<file path="src/rtl/llc_plru_ctrl_pkg.sv">
// llc_plru_ctrl_pkg: line-level parameters plus the PLRU op, tree and FSM types.
package pkg_line;
  localparam int N_WAY = 16;
  typedef enum logic [1:0] {MESI_I, MESI_S, MESI_E, MESI_M} mesi_e;
endpackage

package pkg_plru;
  import pkg_line::*;
  localparam int PLRU_WAY_W = $clog2(N_WAY);
  typedef enum logic [1:0] {OP_HIT = 2'd0, OP_FILL = 2'd1, OP_PEEK = 2'd2} plru_op_e;
  typedef logic [N_WAY-2:0] plru_tree_t;
  typedef enum logic {ST_INIT, ST_RUN} plru_state_e;
endpackage

</file>
<file path="src/rtl/llc_plru_ctrl_tree_next.sv">
// plru_tree_next: picks the way for one op and computes the updated heap-indexed PLRU tree.
module plru_tree_next
  import pkg_plru::*;
#(
  parameter int N_WAY = pkg_line::N_WAY,
  parameter int WAY_W = $clog2(N_WAY)
) (
  input  logic [N_WAY-2:0] tree,
  input  logic [1:0]       op,
  input  logic [WAY_W-1:0] way,
  input  logic [N_WAY-1:0] inv_mask,
  output logic [WAY_W-1:0] sel_way,
  output logic             from_inv,
  output logic [N_WAY-2:0] next_tree,
  output logic             wr_en
);
  logic [WAY_W-1:0] inv_way, vic_way, vn, un;
  always_comb begin
    inv_way = '0;
    for (int i = N_WAY - 1; i >= 0; i--) inv_way = inv_mask[i] ? WAY_W'(i) : inv_way;
  end
  // victim walks away from each node's bit: a 0 bit steps right (+2), a 1 bit steps left (+1)
  always_comb begin
    vic_way = '0;
    vn = '0;
    for (int l = 0; l < WAY_W; l++) begin
      vic_way[WAY_W-1-l] = ~tree[vn];
      vn = WAY_W'(2 * int'(vn) + (tree[vn] ? 1 : 2));
    end
  end
  always_comb begin
    next_tree = tree;
    un = '0;
    for (int l = 0; l < WAY_W; l++) begin
      next_tree[un] = sel_way[WAY_W-1-l];
      un = WAY_W'(2 * int'(un) + (sel_way[WAY_W-1-l] ? 2 : 1));
    end
  end
  assign from_inv = (op != OP_HIT) && |inv_mask;
  assign sel_way  = (op == OP_HIT) ? way : from_inv ? inv_way : vic_way;
  assign wr_en    = (op == OP_HIT) || (op == OP_FILL);
endmodule

</file>
<file path="src/rtl/llc_plru_ctrl.sv">
// llc_plru_ctrl: per-set PLRU array with a 2-stage read/modify/write pipeline and init sweep.
module llc_plru_ctrl
  import pkg_plru::*;
#(
  parameter int N_WAY = pkg_line::N_WAY,
  parameter int N_SET = 256,
  parameter int SET_W = $clog2(N_SET),
  parameter int WAY_W = $clog2(N_WAY)
) (
  input  logic             clk,
  input  logic             rst_n,
  input  logic             req_valid,
  output logic             req_ready,
  input  logic [1:0]       req_op,
  input  logic [SET_W-1:0] req_set,
  input  logic [WAY_W-1:0] req_way,
  input  logic [N_WAY-1:0] req_inv_mask,
  output logic             rsp_valid,
  output logic [WAY_W-1:0] rsp_way,
  output logic             rsp_from_inv
);
  plru_state_e      state_q, state_d;
  logic [SET_W-1:0] cnt_q, cnt_d;
  logic             s1_valid_q, rsp_valid_q, rsp_inv_q;
  logic [1:0]       s1_op_q;
  logic [SET_W-1:0] s1_set_q;
  logic [WAY_W-1:0] s1_way_q, rsp_way_q, sel_way;
  logic [N_WAY-1:0] s1_mask_q;
  logic [N_WAY-2:0] s1_tree_q, next_tree;
  logic [N_WAY-2:0] mem_q [N_SET];
  logic             acc, wr_en, from_inv, s2_wr;
  always_ff @(posedge clk or negedge rst_n) begin
    if (!rst_n) begin
      state_q <= ST_INIT;
      cnt_q   <= '0;
    end else begin
      state_q <= state_d;
      cnt_q   <= cnt_d;
    end
  end
  always_comb begin
    state_d = (state_q == ST_INIT && cnt_q == SET_W'(N_SET - 1)) ? ST_RUN : state_q;
    cnt_d   = (state_q == ST_INIT) ? cnt_q + SET_W'(1) : cnt_q;
  end
  always_comb req_ready = (state_q == ST_RUN);
  assign acc   = req_valid && req_ready;
  assign s2_wr = s1_valid_q && wr_en;
  plru_tree_next #(.N_WAY(N_WAY), .WAY_W(WAY_W)) u_tree_next (
    .tree(s1_tree_q), .op(s1_op_q), .way(s1_way_q), .inv_mask(s1_mask_q),
    .sel_way(sel_way), .from_inv(from_inv), .next_tree(next_tree), .wr_en(wr_en)
  );
  // a same-set write in stage 2 is newer than the array copy being read
  always_ff @(posedge clk or negedge rst_n) begin
    if (!rst_n) begin
      s1_valid_q  <= 1'b0;
      s1_op_q     <= '0;
      s1_set_q    <= '0;
      s1_way_q    <= '0;
      s1_mask_q   <= '0;
      s1_tree_q   <= '0;
      rsp_valid_q <= 1'b0;
      rsp_way_q   <= '0;
      rsp_inv_q   <= 1'b0;
    end else begin
      s1_valid_q  <= acc;
      rsp_valid_q <= s1_valid_q;
      if (acc) begin
        s1_op_q   <= req_op;
        s1_set_q  <= req_set;
        s1_way_q  <= req_way;
        s1_mask_q <= req_inv_mask;
        s1_tree_q <= (s2_wr && s1_set_q == req_set) ? next_tree : mem_q[req_set];
      end
      if (s1_valid_q) begin
        rsp_way_q <= sel_way;
        rsp_inv_q <= from_inv;
      end
    end
  end
  always_ff @(posedge clk) begin
    if (state_q == ST_INIT) mem_q[cnt_q] <= '0;
    else if (s2_wr) mem_q[s1_set_q] <= next_tree;
  end
  assign rsp_valid    = rsp_valid_q;
  assign rsp_way      = rsp_way_q;
  assign rsp_from_inv = rsp_inv_q;
endmodule

</file>
<file path="config.mk">
export PLATFORM = sky130hd
export DESIGN_NAME = llc_plru_ctrl
export DESIGN_NICKNAME = d
export VERILOG_FILES = /design/src/rtl/llc_plru_ctrl_pkg.sv /design/src/rtl/llc_plru_ctrl_tree_next.sv /design/src/rtl/llc_plru_ctrl.sv
export SDC_FILE = /design/constraint.sdc
export NUM_CORES = 2
export LEC_CHECK = 0
export ABC_CLOCK_PERIOD_IN_PS = 13300
export BUFFER_PORTS_ARGS = -buffer_cell sky130_fd_sc_hd__buf_4
export CAP_MARGIN = 20
export CORE_ASPECT_RATIO = 0.7
export CORE_UTILIZATION = 35
export CTS_BUF_LIST = sky130_fd_sc_hd__clkbuf_4
export CTS_CLUSTER_SIZE = 20
export DETAILED_ROUTE_END_ITERATION = 10
export GPL_ROUTABILITY_DRIVEN = 1
export PLACE_DENSITY = 0.46
export SLEW_MARGIN = 5
export SYNTH_ARGS = -nofsm -noshare
export SYNTH_HDL_FRONTEND = slang
export SYNTH_HIERARCHICAL = 1
export SYNTH_SLANG_ARGS = --single-unit
</file>
<file path="constraint.sdc">
create_clock -name clk -period 13.3 [get_ports clk]
set_input_delay 0.665 -clock clk [delete_from_list [all_inputs] [get_ports clk]]
set_output_delay 0.665 -clock clk [all_outputs]
set_load 0.01 [all_outputs]
</file>
After elaboration in Yosys (flattened, before gate mapping). Memory sizes are Yosys's and may differ from the RTL's. A register that Yosys moved wholly into a read port is not among the register bits. Index checks and enable logic that the tools add are counted.

Output and inout bits: 7. Bits in writable memories: 3840. Register bits: 46. Memories: 1. Word-level logic and storage cells: 91. Input bits: 33.

Memory list: mem_q (depth 256, width 15, read ports 1, clocked after memory_dff 1, write ports 1, line llc_plru_ctrl.sv:30) `logic [N_WAY-2:0] mem_q [N_SET];`.

Reduce and logical (&&, ||, !) cells: 13. Multiplexer cells: 46. Bitwise gates (word level): 5. Equality and inequality tests: 2. Add/subtract/negate cells: 5. Order comparisons: 9.

Operators by type and width (number): $mux 4 (18); $bwmux 15 (3); $lt 4x5->1 const B (6); $reduce_or 16->1 (1); $mux 15 (1); $reduce_or 15->1 (1); $bmux 1 s4 (3); $demux 1 s4 (3); $ge 4x1->1 const B (3); $mux 2 (6); $mux 1 (11); $add 3x2->4 (2); $add 4x4->4 (2); $add 8x1->8 const B (1); $eq 8x8->1 const B (1); $mux 8 (1); $logic_and 1x1->1 (7); $not 1->1 (5); $eq 2x1->1 const B (1); $logic_not 2->1 (1); $reduce_bool 2->1 (1); $logic_not 1->1 (1); $logic_or 1x1->1 (1).

Logic depth before layout (Yosys ltp).
Depth in word-level cells: 27. Mapped depth: 18. Mapped depth without buffers: 15.

Modules after synthesis. Netlist, hierarchy kept.

By module, submodules not included: llc_plru_ctrl (times used 1, area each 150994.8 µm², cells each 6926); plru_tree_next (times used 1, area each 1330.0 µm², cells each 204).

Worst setup path after synthesis. No wires, ideal clock.

Kind: register -> register. Start point: register s1_mask_q[1]. End point: memory mem_q[0][4] (netlist bit) (data pin). Stages on the path, launching flop included: 15. Arrival time: 6337 ps. Clock period less this slack: 7210 ps. Setup slack: 6090 ps. Cell sequence: dfrtp_1 or4_4 a311oi_1 mux2_2 buf_2 inv_1 ha_1 inv_1 ha_1 xor2_1 nand2_1 o21bai_1 a21oi_1 a311oi_1 and2_1.

Cells in the longest elaborated chain, start to end: 13. Elaborated cells on any way between the ends: 30. Classes of those cells: add/sub (2); order compare (6); mux (17); reduce/logical (5).

RTL lines: start: declaration (line llc_plru_ctrl.sv:28) `logic [N_WAY-1:0] s1_mask_q;`; start signal: assignment (line llc_plru_ctrl.sv:71) `s1_mask_q <= req_inv_mask;`; $reduce_or 16->1 / $mux 4 (equally long branches) (line llc_plru_ctrl_tree_next.sv:39, llc_plru_ctrl_tree_next.sv:20); $logic_and 1x1->1 / $mux 4 (equally long branches) (line llc_plru_ctrl_tree_next.sv:39, llc_plru_ctrl_tree_next.sv:20); $mux 4 (*) (2 in a row) (line llc_plru_ctrl_tree_next.sv:40) `assign sel_way = (op == OP_HIT) ? way : from_inv ? inv_way : vic_way;`; named net sel_way[3] (line llc_plru_ctrl.sv:27) `logic [WAY_W-1:0] s1_way_q, rsp_way_q, sel_way;`; $mux 2 (*) (line llc_plru_ctrl_tree_next.sv:36) `un = WAY_W'(2 * int'(un) + (sel_way[WAY_W-1-l] ? 2 : 1));`; $add 3x2->4 (tied with other cells) (line llc_plru_ctrl_tree_next.sv:36); $add 4x4->4 (tied with other cells) (line llc_plru_ctrl_tree_next.sv:36); $lt 4x5->1 (not written as such) (tied with other cells) (line llc_plru_ctrl_tree_next.sv:35) `next_tree[un] = sel_way[WAY_W-1-l];`; $logic_and 1x1->1 (not written as such) (tied with other cells) (line llc_plru_ctrl_tree_next.sv:35); $mux 1 (not written as such) (tied with other cells) (line llc_plru_ctrl_tree_next.sv:35); $demux 1 s4 / $bwmux 15 (equally long branches); $bwmux 15 (*) (line llc_plru_ctrl_tree_next.sv:35); named net next_tree[4] (line llc_plru_ctrl.sv:29) `logic [N_WAY-2:0] s1_tree_q, next_tree;`; $mux 15 (no source line) (*); end: declaration (line llc_plru_ctrl.sv:30).

Mark *: on every way through the listed nets, which the timed path passes. The rest lies on a longest branch.

Final worst setup path.
Start point: register s1_mask_q[1]. End point: memory mem_q[135][1] (netlist bit) (data pin).

The elaborated chain is that of the path after synthesis.

==> summary.md <==
| Metric | Value |
|---|---|
| Unique masters post-synth | `97` |
| Initial antenna violation count | `48` |
| Multi-input gate area | `33410 um^2` |
| Layout cells sized above 1 | `33.98%` |
| Final Non-Filler Cells | `roughly 15000` |
| Starting Density | `between 30% and 40%` |
| WHS | `193.7 ps` |
| Largest net degree at the start of global routing | `218` |
| Startpoint types | `flop` |
| Grt total ovfl | `0` |
| Arrival time worst endpoint | `between 7000 and 8000 ps` |
| Syn Inst Count | `just over 7000` |
| Cell taking the most area after synthesis | `edfxtp_1` |
| Post-CTS Setup Bufs | `0` |
| Hold Crit Class | `in -> reg` |
| Fmax | `about 150 MHz` |
| Port Buffers | `39` |
| Critical path class | `reg -> reg` |
| Max Cap Violations | `0` |
| Final Power | `between 20 and 25 mW` |
| Ys async rst share | `around 1.6%` |
| Register Area | `116800 um^2` |
| Vias in the first global route | `82310` |
| Yosys top cell area share | `75.70%` |
| Synth area leaders | `edfxtp_1 (76%), mux4_2 (12%), mux2i_1 (1.8%)` |
| # resized after CTS | `0` |
| Post-synth EDFFs | `3840` |
| Total CTS buffers | `approximately 900` |
| H-tree levels | `6` |
| Nets@finish | `between 8000 and 9000` |
| Critical path capture point type | `flop` |
| Clock transition at path regs | `~90 ps` |
| DP HPWL | `308800 um` |
| P&R area growth vs syn | `13.98%` |
| CTS Buffer Depth | `4` |
| CTS Root Cell | `clkbuf_4` |
| Placed cell area | `between 150000 and 200000 um^2` |
| RSZ-0062 raised after global routing | `no` |
| GRT Overall Usage | `between 20% and 30%` |
| Post-synthesis net count | `7172` |
| Synthesized flop and latch total | `about 3900` |
| Final setup vio count | `0` |
| Setup TNS Final | `0 ps` |
| Synthesized area per cell | `between 20 and 25 um^2` |
| Leak Pwr | `roughly 46 nW` |
| Worst-Margin Slew | `about 1400 ps` |
| TritonCTS clock tree | `built` |
| Status | `completed` |
| IO Count | `40` |
| Vias per cell | `5.683` |
| Die footprint | `between 400000 and 500000 um^2` |
| Fin area | `~170000 um^2` |
| WL/cell | `35.36 um` |
| Die H | `between 500 and 600 um` |
| Antenna-violating nets left | `0` |
| Sequential fraction of the synthesis area | `roughly 77%` |
| Cell Pwr Density | `approximately 140 nW/um^2` |
| Max VDD drop | `around 0.077 mV` |
| Ys Warns | `6` |
| Slew Limit Fails | `0` |
| Drt total wl | `slightly above 500000 um` |
| Clk sink count | `3901` |
| Post-CTS Hold Buffers | `53` |
| Placement row count | `slightly above 200` |
| Crit share post-route | `about half` |
| Clk_lat worst skew | `roughly 1600 ps` |
| Synth Cell Area | `between 150000 and 200000 um^2` |
| Slew HR | `~7.8%` |
| Fill count | `about 39000` |
| Clock skew | `about 180 ps` |
| Reg2reg setup slack | `a little under 7000 ps` |
| DRT Pass-1 Iters | `8` |
| DRC marker count from the first detailed-route iteration | `10780` |
| Die W | `between 700 and 800 um` |
| Fin. Hold Viols | `0` |
| Drt drc | `0` |
| Most frequent cells in the layout | `edfxtp_1 (3840), clkbuf_4 (1355), mux4_2 (821)` |
| CORE AREA | `about 430000 um^2` |
| First-pass GRT wire length | `about 700000 um` |
| Critical path required time | `approximately 14000 ps` |
| CP Max Fanout | `94` |
| Routability congestion estimate | `approximately 0.87` |
| Most common cell after layout, fill and taps aside | `edfxtp_1` |
| Placed insts | `12980` |
| Primary FF master, synth | `edfxtp_1` |
| Vias | `about 83000` |
| Tmin final | `~6500 ps` |
## synth_stat cells, drive strengths merged (6+ instances only)
cell type,n
a211o,10
a211oi,41
a21o,9
a21oi,112
a221oi,43
a22o,33
a22oi,149
a311oi,6
a31oi,19
a32oi,19
and2,39
and3,15
buf,291
clkbuf,127
dfrtp,61
edfxtp,3840
ha,9
inv,26
mux2,45
mux2i,279
mux4,870
nand2,213
nand2b,14
nand3,69
nand3b,14
nand4,9
nor2,316
nor2b,14
nor3,36
nor4,22
o21ai,75
o221ai,50
o22ai,119
o311ai,9
o31ai,13
or2,7
or3,14
or4,8
xnor2,10
## final cells by class
cell class                 instances  share of cell area [%]
tap                             5814                   4.190
inverter                          27                 0.06414
clock inverter                   237                  0.7595
timing repair buffer             525                   2.576
antenna                           19                 0.02738
clock buffer                    1353                   5.850
sequential                      3901                   67.29
multi-input combinational       2783                   19.24
## routing by layer
layer	wire [um]	share of wire (%)	global-route usage, %
met4	14390	2.8	6.606
met5	330	0.064	0
met3	48670	9.4	5.925
met1	233700	45	35.15
met2	221200	43	33.05
## path summary, 6_finish.rpt
path | start | cells after the start | end
worst max-delay path | s1_mask_q[1]$_DFFE_PN0P_ | 15 | mem_q[135][1]$_DFFE_PP_
worst min-delay path | req_set[5] | 6 | s1_tree_q[7]$_DFFE_PN0P_
worst max register to register | s1_mask_q[1]$_DFFE_PN0P_ | 15 | mem_q[135][1]$_DFFE_PP_
worst min register to register | s1_op_q[0]$_DFFE_PN0P_ | 1 | s1_op_q[0]$_DFFE_PN0P_
max in group asynchronous | rst_n | 5 | cnt_q[4]$_DFFE_PN0N_
min in group asynchronous | rst_n | 4 | rsp_way[0]$_DFFE_PN0P_
## registers in the layout, summed over array words and instances, names as in the netlist, 2 cells and up
signal     flops
mem_q       3840
s1_mask_q     16
s1_tree_q     15
cnt_q          8
s1_set_q       8
rsp_way        4
s1_way_q       4
s1_op_q        2
## cell families after synthesis
logic type / after synthesis / share of synthesized area [%]
AOI/OAI and AO/OA: 761 / 3.576
xor gates and xnor gates: 15 / 0.08624
adders and majority gates: 9 / 0.07393
buffers and inverters: 446 / 2.017
DFF: 3901 / 76.70
muxes: 1194 / 15.15
and+or+nand+nor: 804 / 2.394
## power breakdown
group          internal, mW  total [mW]  switching [mW]  leakage (nW)
clock network          4.87        9.75            4.88          6.85
registers              13.3        13.3               0          27.3
logic                 0.230       0.776           0.546          11.7
## per-stage QoR
step | util, % | worst slack (ps)
global route | 40.10 | 6399
floorplan | - | 6090
global placement | 37.22 | 6953
CTS | 40.04 | 6873
finish | 40.10 | 6784
detailed placement | 37.26 | 6914
## worst max-delay path, cell delays in order (launching register included)
cell and delay, ps:
dfrtp_1 420, or4_4 570, a311oi_1 430, mux2_2 450, inv_1 140, ha_1 290, inv_1 50, ha_1 210
xnor2_1 270, nor2_1 170, a21boi_0 250, o21ai_0 150, o31ai_2 90, and2_4 690, buf_4 830, buf_4 820
Power figures use the tool's default switching activity.
